==> src/rtl/retire_trace_fifo.sv <==
// Commit-trace FIFO placed after write-back: captures retired instructions
// and streams them out show-ahead over valid/ready, with counters and flags.
module retire_trace_fifo #(
  parameter int DEPTH      = 16,
  parameter int MAX_RETIRE = 200
) (
  input  logic                       clk,
  input  logic                       reset,
  input  logic                       retire_valid,
  input  logic [31:0]                retire_pc,
  input  logic [31:0]                retire_instr,
  input  logic [4:0]                 retire_rd,
  input  logic [31:0]                retire_rd_val,
  input  logic [5:0]                 retire_type,
  output logic                       trace_valid,
  input  logic                       trace_ready,
  output logic [31:0]                trace_pc,
  output logic [31:0]                trace_instr,
  output logic [31:0]                trace_rd_val,
  output logic [4:0]                 trace_rd,
  output logic [2:0]                 trace_type,
  output logic [$clog2(DEPTH):0]     fifo_count,
  output logic [31:0]                retire_count,
  output logic [15:0]                drop_count,
  output logic                       overflow,
  output logic                       illegal_type,
  output logic                       done
);

  localparam int AW = $clog2(DEPTH);
  localparam int CW = AW + 1;

  typedef struct packed {
    logic [31:0] pc;
    logic [31:0] instr;
    logic [4:0]  rd;
    logic [31:0] rd_val;
    logic [2:0]  typ;
  } entry_t;

  entry_t          mem_q [DEPTH];
  logic [AW-1:0]   head_q, head_d;
  logic [AW-1:0]   tail_q, tail_d;
  logic [CW-1:0]   count_q, count_d;
  logic [31:0]     retire_count_q, retire_count_d;
  logic [15:0]     drop_count_q, drop_count_d;
  logic            overflow_q, overflow_d;
  logic            illegal_q, illegal_d;
  logic            done_q, done_d;

  logic            cap;
  logic            full;
  logic            push;
  logic            pop;
  logic            drop;
  logic [2:0]      typ_enc;
  entry_t          wr_entry;
  entry_t          head_entry;

  always_comb begin
    typ_enc = 3'd7;
    case (retire_type)
      6'b000001: typ_enc = 3'd0;
      6'b000010: typ_enc = 3'd1;
      6'b000100: typ_enc = 3'd2;
      6'b001000: typ_enc = 3'd3;
      6'b010000: typ_enc = 3'd4;
      6'b100000: typ_enc = 3'd5;
      default:   typ_enc = 3'd7;
    endcase
  end

  always_comb begin
    wr_entry.pc     = retire_pc;
    wr_entry.instr  = retire_instr;
    wr_entry.rd     = retire_rd;
    // x0 reads as zero architecturally, so never trace a stale value.
    wr_entry.rd_val = (retire_rd == 5'd0) ? 32'd0 : retire_rd_val;
    wr_entry.typ    = typ_enc;
  end

  assign trace_valid = (count_q != '0);
  assign full        = (count_q == CW'(DEPTH));
  assign pop         = trace_valid && trace_ready;
  assign cap         = retire_valid && !done_q;
  assign push        = cap && (!full || pop);
  assign drop        = cap && !push;

  always_comb begin
    head_d         = head_q;
    tail_d         = tail_q;
    count_d        = count_q;
    retire_count_d = retire_count_q;
    drop_count_d   = drop_count_q;
    overflow_d     = overflow_q;
    illegal_d      = illegal_q;
    done_d         = done_q;
    if (pop) begin
      head_d = head_q + AW'(1);
    end
    if (push) begin
      tail_d = tail_q + AW'(1);
    end
    count_d = count_q + CW'(push) - CW'(pop);
    if (cap) begin
      retire_count_d = retire_count_q + 32'd1;
      if (retire_count_d == 32'(MAX_RETIRE)) begin
        done_d = 1'b1;
      end
      if (typ_enc == 3'd7) begin
        illegal_d = 1'b1;
      end
    end
    if (drop) begin
      overflow_d = 1'b1;
      if (drop_count_q != 16'hFFFF) begin
        drop_count_d = drop_count_q + 16'd1;
      end
    end
  end

  always_ff @(posedge clk or negedge reset) begin
    if (!reset) begin
      head_q         <= '0;
      tail_q         <= '0;
      count_q        <= '0;
      retire_count_q <= '0;
      drop_count_q   <= '0;
      overflow_q     <= 1'b0;
      illegal_q      <= 1'b0;
      done_q         <= 1'b0;
    end else begin
      head_q         <= head_d;
      tail_q         <= tail_d;
      count_q        <= count_d;
      retire_count_q <= retire_count_d;
      drop_count_q   <= drop_count_d;
      overflow_q     <= overflow_d;
      illegal_q      <= illegal_d;
      done_q         <= done_d;
    end
  end

  // Storage is left unreset; the outputs are masked by trace_valid instead.
  always_ff @(posedge clk) begin
    if (push) begin
      mem_q[tail_q] <= wr_entry;
    end
  end

  assign head_entry   = mem_q[head_q];
  assign trace_pc     = trace_valid ? head_entry.pc     : 32'd0;
  assign trace_instr  = trace_valid ? head_entry.instr  : 32'd0;
  assign trace_rd     = trace_valid ? head_entry.rd     : 5'd0;
  assign trace_rd_val = trace_valid ? head_entry.rd_val : 32'd0;
  assign trace_type   = trace_valid ? head_entry.typ    : 3'd0;

  assign fifo_count   = count_q;
  assign retire_count = retire_count_q;
  assign drop_count   = drop_count_q;
  assign overflow     = overflow_q;
  assign illegal_type = illegal_q;
  assign done         = done_q;

endmodule

==> config.mk <==
export PLATFORM = sky130hd
export DESIGN_NAME = retire_trace_fifo
export DESIGN_NICKNAME = d
export VERILOG_FILES = /design/src/rtl/retire_trace_fifo.sv
export SDC_FILE = /design/constraint.sdc
export NUM_CORES = 2
export LEC_CHECK = 0
export BUFFER_PORTS_ARGS = -buffer_cell sky130_fd_sc_hd__buf_4
export CORE_MARGIN = 1.5
export CORE_UTILIZATION = 56
export DETAILED_ROUTE_END_ITERATION = 10
export GPL_TIMING_DRIVEN = 0
export PLACE_DENSITY = 0.8
export SETUP_SLACK_MARGIN = 0.02
export SLEW_MARGIN = 20
export SYNTH_ARGS = -nofsm -noshare
export SYNTH_HDL_FRONTEND = slang
export SYNTH_SLANG_ARGS = --single-unit
==> constraint.sdc <==
create_clock -name clk -period 11.7 [get_ports clk]
set_clock_uncertainty 0.1 [all_clocks]
set_input_delay 1.755 -clock clk [delete_from_list [all_inputs] [get_ports clk]]
set_output_delay 1.755 -clock clk [all_outputs]
set_load 0.03 [all_outputs]
# Word-level counts from Yosys, hierarchy flattened
# Memories as Yosys holds them, arrays and structs flattened.
# Cells that the tools add are included.
# totals
output_inout_bits,161
register_bits,64
mem_bits_rw,1664
word_cells,47
input_bits,111
n_memories,1
# mem_list
name,words,word_bits,read_ports,rd_ports_with_merged_regs,wr,line,source
mem_q,16,104,1,0,1,41,entry_t mem_q [DEPTH];
# classes
n_eq_ne,10
reduce_logical,13
mux,9
n_addsub,6
# ops
cell,count
32-bit 2-to-1 mux,4
"32-bit by 1-bit adder with 32-bit output, second input constant",1
"32-bit by 8-bit equality test with 1-bit output, second input constant",1
3-bit one-hot mux with 6 select lines,1
"16-bit by 1-bit adder with 16-bit output, second input constant",1
"16-bit inequality test, second input constant",1
"4-bit by 1-bit adder with 4-bit output, second input constant",2
"6-bit by 1-bit equality test with 1-bit output, second input constant",1
"6-bit by 2-bit equality test with 1-bit output, second input constant",1
"6-bit by 3-bit equality test with 1-bit output, second input constant",1
"6-bit by 4-bit equality test with 1-bit output, second input constant",1
"6-bit by 5-bit equality test with 1-bit output, second input constant",1
"6-bit equality test, second input constant",1
2-bit AND reduction,3
5-bit by 1-bit adder with 5-bit output,1
"5-bit equality test, second input constant",1
5-bit logical NOT,1
5-bit 2-to-1 mux,1
5-bit nonzero test,1
5-bit by 1-bit subtractor with 5-bit output,1
1-bit logical AND,4
"3-bit equality test, second input constant",1
1-bit logical NOT,3
3-bit 2-to-1 mux,1
other kinds (2),3

# Depth between registers and ports, before layout
# logic_depth
word_depth,7
mapped_depth,17
mapped_depth_nobuf,16

# Worst setup path after synthesis
# No wires, ideal clock.
# synth_timing
path_kind,input to register
start,input port retire_valid
end,memory mem_q[3][0] (netlist name) (enable)
t_arrival_ns,9.458
setup_slack_ns,1.448
cell_stages,4
path_buffers,0
setup_ns,0.694
required_ns,10.906
path_cell_list,nand2b_1 > nor2_1 > nand2_1 > nor3_1
# synth_via
elab_chain_len,4
# synth_lines
item,line,source
"start, declared",9,"input logic retire_valid,"
1-bit logical AND,85,assign cap = retire_valid && !done_q;
1-bit logical AND,86,assign push = cap && (!full || pop);
1-bit 2-to-1 mux,146,if (push) begin
1-bit 2-to-1 mux (not written as such),147,mem_q[tail_q] <= wr_entry;
"end, declared",41,
# Every way passes these cells.

# Worst setup path in the final report
# layout_timing
start,register head_q[0]
end,output port trace_type[1]
# layout_via
elab_chain_len,2
# layout_lines
item,line,source
"start, declared",42,"logic [AW-1:0] head_q, head_d;"
"start signal, assigned",124,head_q <= '0;
"start signal, assigned",133,head_q <= head_d;
memory 16 x 104 bit,n/a,
3-bit 2-to-1 mux,156,assign trace_type = trace_valid ? head_entry.typ : 3'd0;
"end, declared",21,"output logic [2:0] trace_type,"
# Every way passes these cells.

==> impl_metrics.prom <==
# TYPE chip_impl_metric gauge
chip_impl_metric{name="postLayoutCellArea",unit="sq um"} 78800
chip_impl_info{name="synth.area.top_cells",value="edfxtp_1, mux4_2, dfrtp_1"} 1
chip_impl_metric{name="finalSetupViolations",unit=""} 0
chip_impl_metric{name="hpwl",unit="microns"} 106600
chip_impl_metric{name="die_height",unit="microns"} 348.7
chip_impl_metric{name="postSynthCellCount",unit=""} 2871
chip_impl_info{name="yosys_most_used_dff",value="edfxtp_1"} 1
chip_impl_metric{name="wl_per_cell",unit="microns"} 35.55
chip_impl_info{name="rsz0062_at_grt",value="false"} 1
chip_impl_metric{name="placedCellCount",unit=""} 4828
chip_impl_metric{name="fillers",unit=""} 7032
chip_impl_metric{name="worst_case_vdd_ir_drop",unit="V"} 0.0001864
chip_impl_metric{name="fp.coreArea",unit="sq um"} 118200
chip_impl_metric{name="placement_rows",unit=""} 126
chip_impl_metric{name="areaGrowthSynthToFinish",unit="%"} 17.77
chip_impl_metric{name="place_congestion",unit=""} 0.9032
chip_impl_info{name="cts_tree",value="built"} 1
chip_impl_metric{name="dieWidth",unit="microns"} 348.7
chip_impl_metric{name="achievable-frequency",unit="MHz"} 144.3
chip_impl_metric{name="cp.required",unit="ps"} 9850
chip_impl_metric{name="setup_bufs_post_cts",unit=""} 0
chip_impl_metric{name="maxSlewViolCount",unit=""} 0
chip_impl_metric{name="synth_enable_flop_cells",unit=""} 1664
chip_impl_metric{name="drt_pass1_iterations",unit=""} 5
chip_impl_metric{name="detailedRoute.firstIterationViolations",unit=""} 5121
chip_impl_metric{name="worst_pin_slew",unit="ps"} 1325
chip_impl_metric{name="synthSimpleGateAreaFrac",unit=""} 0.02839
chip_impl_metric{name="hold_violations",unit=""} 0
chip_impl_metric{name="synthesis.area_per_instance",unit="sq um"} 23.31
chip_impl_metric{name="die_area",unit="sq um"} 121600
chip_impl_metric{name="worst_slack",unit="ps"} 4771
chip_impl_metric{name="setup_slack_after_placement",unit="ps"} 5775
chip_impl_info{name="cts-root-buf",value="clkbuf_16"} 1
chip_impl_metric{name="synth-adder-area-share",unit=""} 0.002730
chip_impl_metric{name="power.switching_fraction",unit=""} 0.3167
chip_impl_metric{name="ctsHoldBuffers",unit=""} 0
chip_impl_metric{name="syn-cell-area",unit="sq um"} 66910
chip_impl_metric{name="port-buffer-count",unit=""} 271
chip_impl_metric{name="p_clk_frac",unit=""} 0.292
chip_impl_metric{name="route.vias.total",unit=""} 34550
chip_impl_metric{name="path_clk_slew",unit="ps"} 70
chip_impl_metric{name="yosys.area_share.xor_xnor",unit=""} 0.008639
chip_impl_metric{name="yosys.cell_types.count",unit=""} 55
chip_impl_metric{name="grtUsageMet3",unit=""} 0.06621
chip_impl_metric{name="combined_global_route_utilization_of_all_metal_layers",unit=""} 0.3017
chip_impl_metric{name="grt-ovfl-total",unit=""} 0
chip_impl_metric{name="vias_in_the_first_global_route",unit=""} 35130
chip_impl_metric{name="synth_sequential_area_ratio",unit=""} 0.7707
chip_impl_info{name="min-delay-path-class",value="register to register"} 1
chip_impl_metric{name="p_int",unit="mW"} 12.27
chip_impl_metric{name="p_switching",unit="mW"} 5.685
chip_impl_info{name="critical_path.startpoint_type",value="register"} 1
chip_impl_metric{name="ant_nets",unit=""} 0
chip_impl_metric{name="grtUsageMet1",unit=""} 0.3939
chip_impl_info{name="timing_worst_setup_path_type",value="register to output pin"} 1
chip_impl_metric{name="finalWirelength",unit="microns"} 182700
chip_impl_metric{name="synth_seq_cells",unit=""} 1728
chip_impl_metric{name="detailed_place.area",unit="sq um"} 73510
chip_impl_info{name="critical_path.endpoint_type",value="output pin"} 1
chip_impl_metric{name="fraction_of_the_mapped_netlist_area_in_compound_gates",unit=""} 0.004189
chip_impl_metric{name="arrival",unit="ps"} 5070
chip_impl_metric{name="synth_largest_type_area_fraction",unit=""} 0.7468
chip_impl_metric{name="power_density",unit="nW/um^2"} 227.8
chip_impl_metric{name="final_min_period_over_clock_period",unit=""} 0.5923
chip_impl_metric{name="dr_drc_count",unit=""} 0
chip_impl_metric{name="cellLeakagePower",unit="nW"} 25.65
chip_impl_metric{name="comb_power_share",unit=""} 0.328
chip_impl_metric{name="yosys_warn_count",unit=""} 0
chip_impl_metric{name="clockBufferDepth",unit=""} 3
chip_impl_metric{name="syn_nets",unit=""} 2996
chip_impl_info{name="run_status",value="finished clean"} 1
chip_impl_metric{name="grt_first_pass_wirelength",unit="microns"} 256400
chip_impl_metric{name="finish.net_count",unit=""} 3586
chip_impl_metric{name="post-route-min-period",unit="ps"} 6929
chip_impl_metric{name="number_of_buffers_inserted_during_clock_tree_synthesis",unit=""} 165
chip_impl_metric{name="grt_antenna_before_repair",unit=""} 20
chip_impl_metric{name="instances_no_fill",unit=""} 5140
chip_impl_metric{name="worst-path-max-fanout",unit=""} 10
chip_impl_info{name="grt-busiest-layer",value="met2"} 1
chip_impl_metric{name="cts-htree-levels",unit=""} 4
chip_impl_metric{name="asyncSetResetFlopFracSynth",unit=""} 0.03704
chip_impl_metric{name="synth.area.mux_share",unit=""} 0.1755
chip_impl_info{name="ys_top_cells_by_count",value="edfxtp_1, mux4_2, and2_1"} 1
chip_impl_metric{name="cts-resized-gates",unit=""} 0
chip_impl_metric{name="post_route_cells_drive_above_1_share",unit=""} 0.3464
chip_impl_metric{name="post_drt_via_cell_ratio",unit=""} 6.721
chip_impl_info{name="top_count_cell_post_synth",value="edfxtp_1"} 1
chip_impl_metric{name="initial_utilization",unit=""} 0.5659
chip_impl_metric{name="clkLatencyLatePin",unit="ps"} 790
chip_impl_metric{name="grt_max_degree",unit=""} 65
chip_impl_metric{name="power.sequential.fraction",unit=""} 0.380
chip_impl_metric{name="max-slew-margin-rel",unit=""} 0.1170
chip_impl_info{name="synth_top_family_by_area",value="multiplexers"} 1
chip_impl_metric{name="ioPinCount",unit=""} 272
chip_impl_metric{name="cts_sinks",unit=""} 1728
chip_impl_metric{name="grt_use_met2",unit=""} 0.4932
chip_impl_info{name="netlist.top_cell.by_area",value="edfxtp_1"} 1
chip_impl_metric{name="max_cap_violations",unit=""} 0
-- critical path: stages (launching register included) --
cell and delay [ps]:
dfrtp_1 380, clkbuf_1 190, clkbuf_1 960, buf_2 670, buf_2 500, mux4_2 550, mux4_2 490, and2_1 290
buf_4 220
-- layer usage --
layer,share of wire,up-vias
met1,0.34,17940
met5,0.00051,-
met4,0.044,16
met2,0.50,2797
li1,-,13350
met3,0.12,450
-- cell usage in the layout, fill, tap and decap left out, types with 13 or more instances in the layout --
cell / count
mux4_2: 520
nand4_1: 27
clkbuf_1: 124
xor2_1: 21
clkbuf_16: 167
xnor2_1: 45
nand2_1: 42
clkbuf_2: 39
nor2_1: 30
edfxtp_1: 1664
inv_1: 14
nand3_1: 23
dfrtp_1: 64
buf_16: 43
buf_4: 320
clkinv_1: 37
clkinv_2: 20
nor2b_1: 31
buf_6: 27
and2_1: 106
ha_1: 13
buf_1: 23
buf_12: 35
-- cell families (layout without fill, tap and decap cells) --
logic type / count (synthesis) / in the layout
other: 0 / 10
muxes: 523 / 523
xor gates and xnor gates: 66 / 66
AOI/OAI and AO/OA: 38 / 38
and+or+nand+nor: 334 / 334
DFF: 1728 / 1728
adders and majority gates: 14 / 14
buffers and inverters: 168 / 891
-- worst paths after layout --
kind,endpoint,slack (ps),cells after the start,start
min in group asynchronous,overflow,1020,1,reset
min reg2reg,overflow,380,1,overflow
max in group asynchronous,retire_count[30],9870,1,reset
min,overflow,380,1,overflow
max reg2reg,fifo_count[4],7600,17,fifo_count[3]
max,trace_type[1],4770,8,head_q[0]
-- per-stage QoR --
step / TNS [ps] / power, mW / utilization / hold WS [ps]
4_1_cts: 0 / 17.97 / 0.6656 / 375.4
3_5_place_dp: 0 / 12.71 / 0.6217 / 361.6
6_report: 0 / 17.95 / 0.6664 / 375.6
2_1_floorplan: 0 / 10.71 / - / 473.0
5_1_grt: 0 / 18.40 / 0.6664 / 405.8
3_3_place_gp: -5048850 / 12.61 / 0.5994 / 352.3
-- state kept, by name, indices dropped and copies added (netlist names) --
name / cells
mem_q: 1664
retire_count: 32
fifo_count: 5
drop_count: 16
tail_q: 4
overflow: 1
done: 1
illegal_type: 1
head_q: 4
-- final cells by class --
cell class / instances / area [sq um] / share of cell area
clock inverter: 86 / 819.5 / 0.01040
timing repair buffer: 423 / 4583 / 0.05816
sequential: 1728 / 51570 / 0.6545
inverter: 14 / 52.55 / 0.0006669
multi-input combinational: 975 / 14800 / 0.1878
buffer: 154 / 650.6 / 0.008257
tap: 1536 / 1922 / 0.02439
clock buffer: 214 / 4375 / 0.05553
antenna: 10 / 25.02 / 0.0003176
-- power groups by stage --
stage	clock network (mW)	registers (mW)	logic (mW)
2_1_floorplan	0	6.97	3.74
3_3_place_gp	0	6.95	5.67
3_5_place_dp	0	6.95	5.76
4_1_cts	5.26	6.82	5.90
5_1_grt	5.47	6.82	6.11
6_report	5.24	6.82	5.89
No activity file was read; power rests on OpenSTA's default activity.
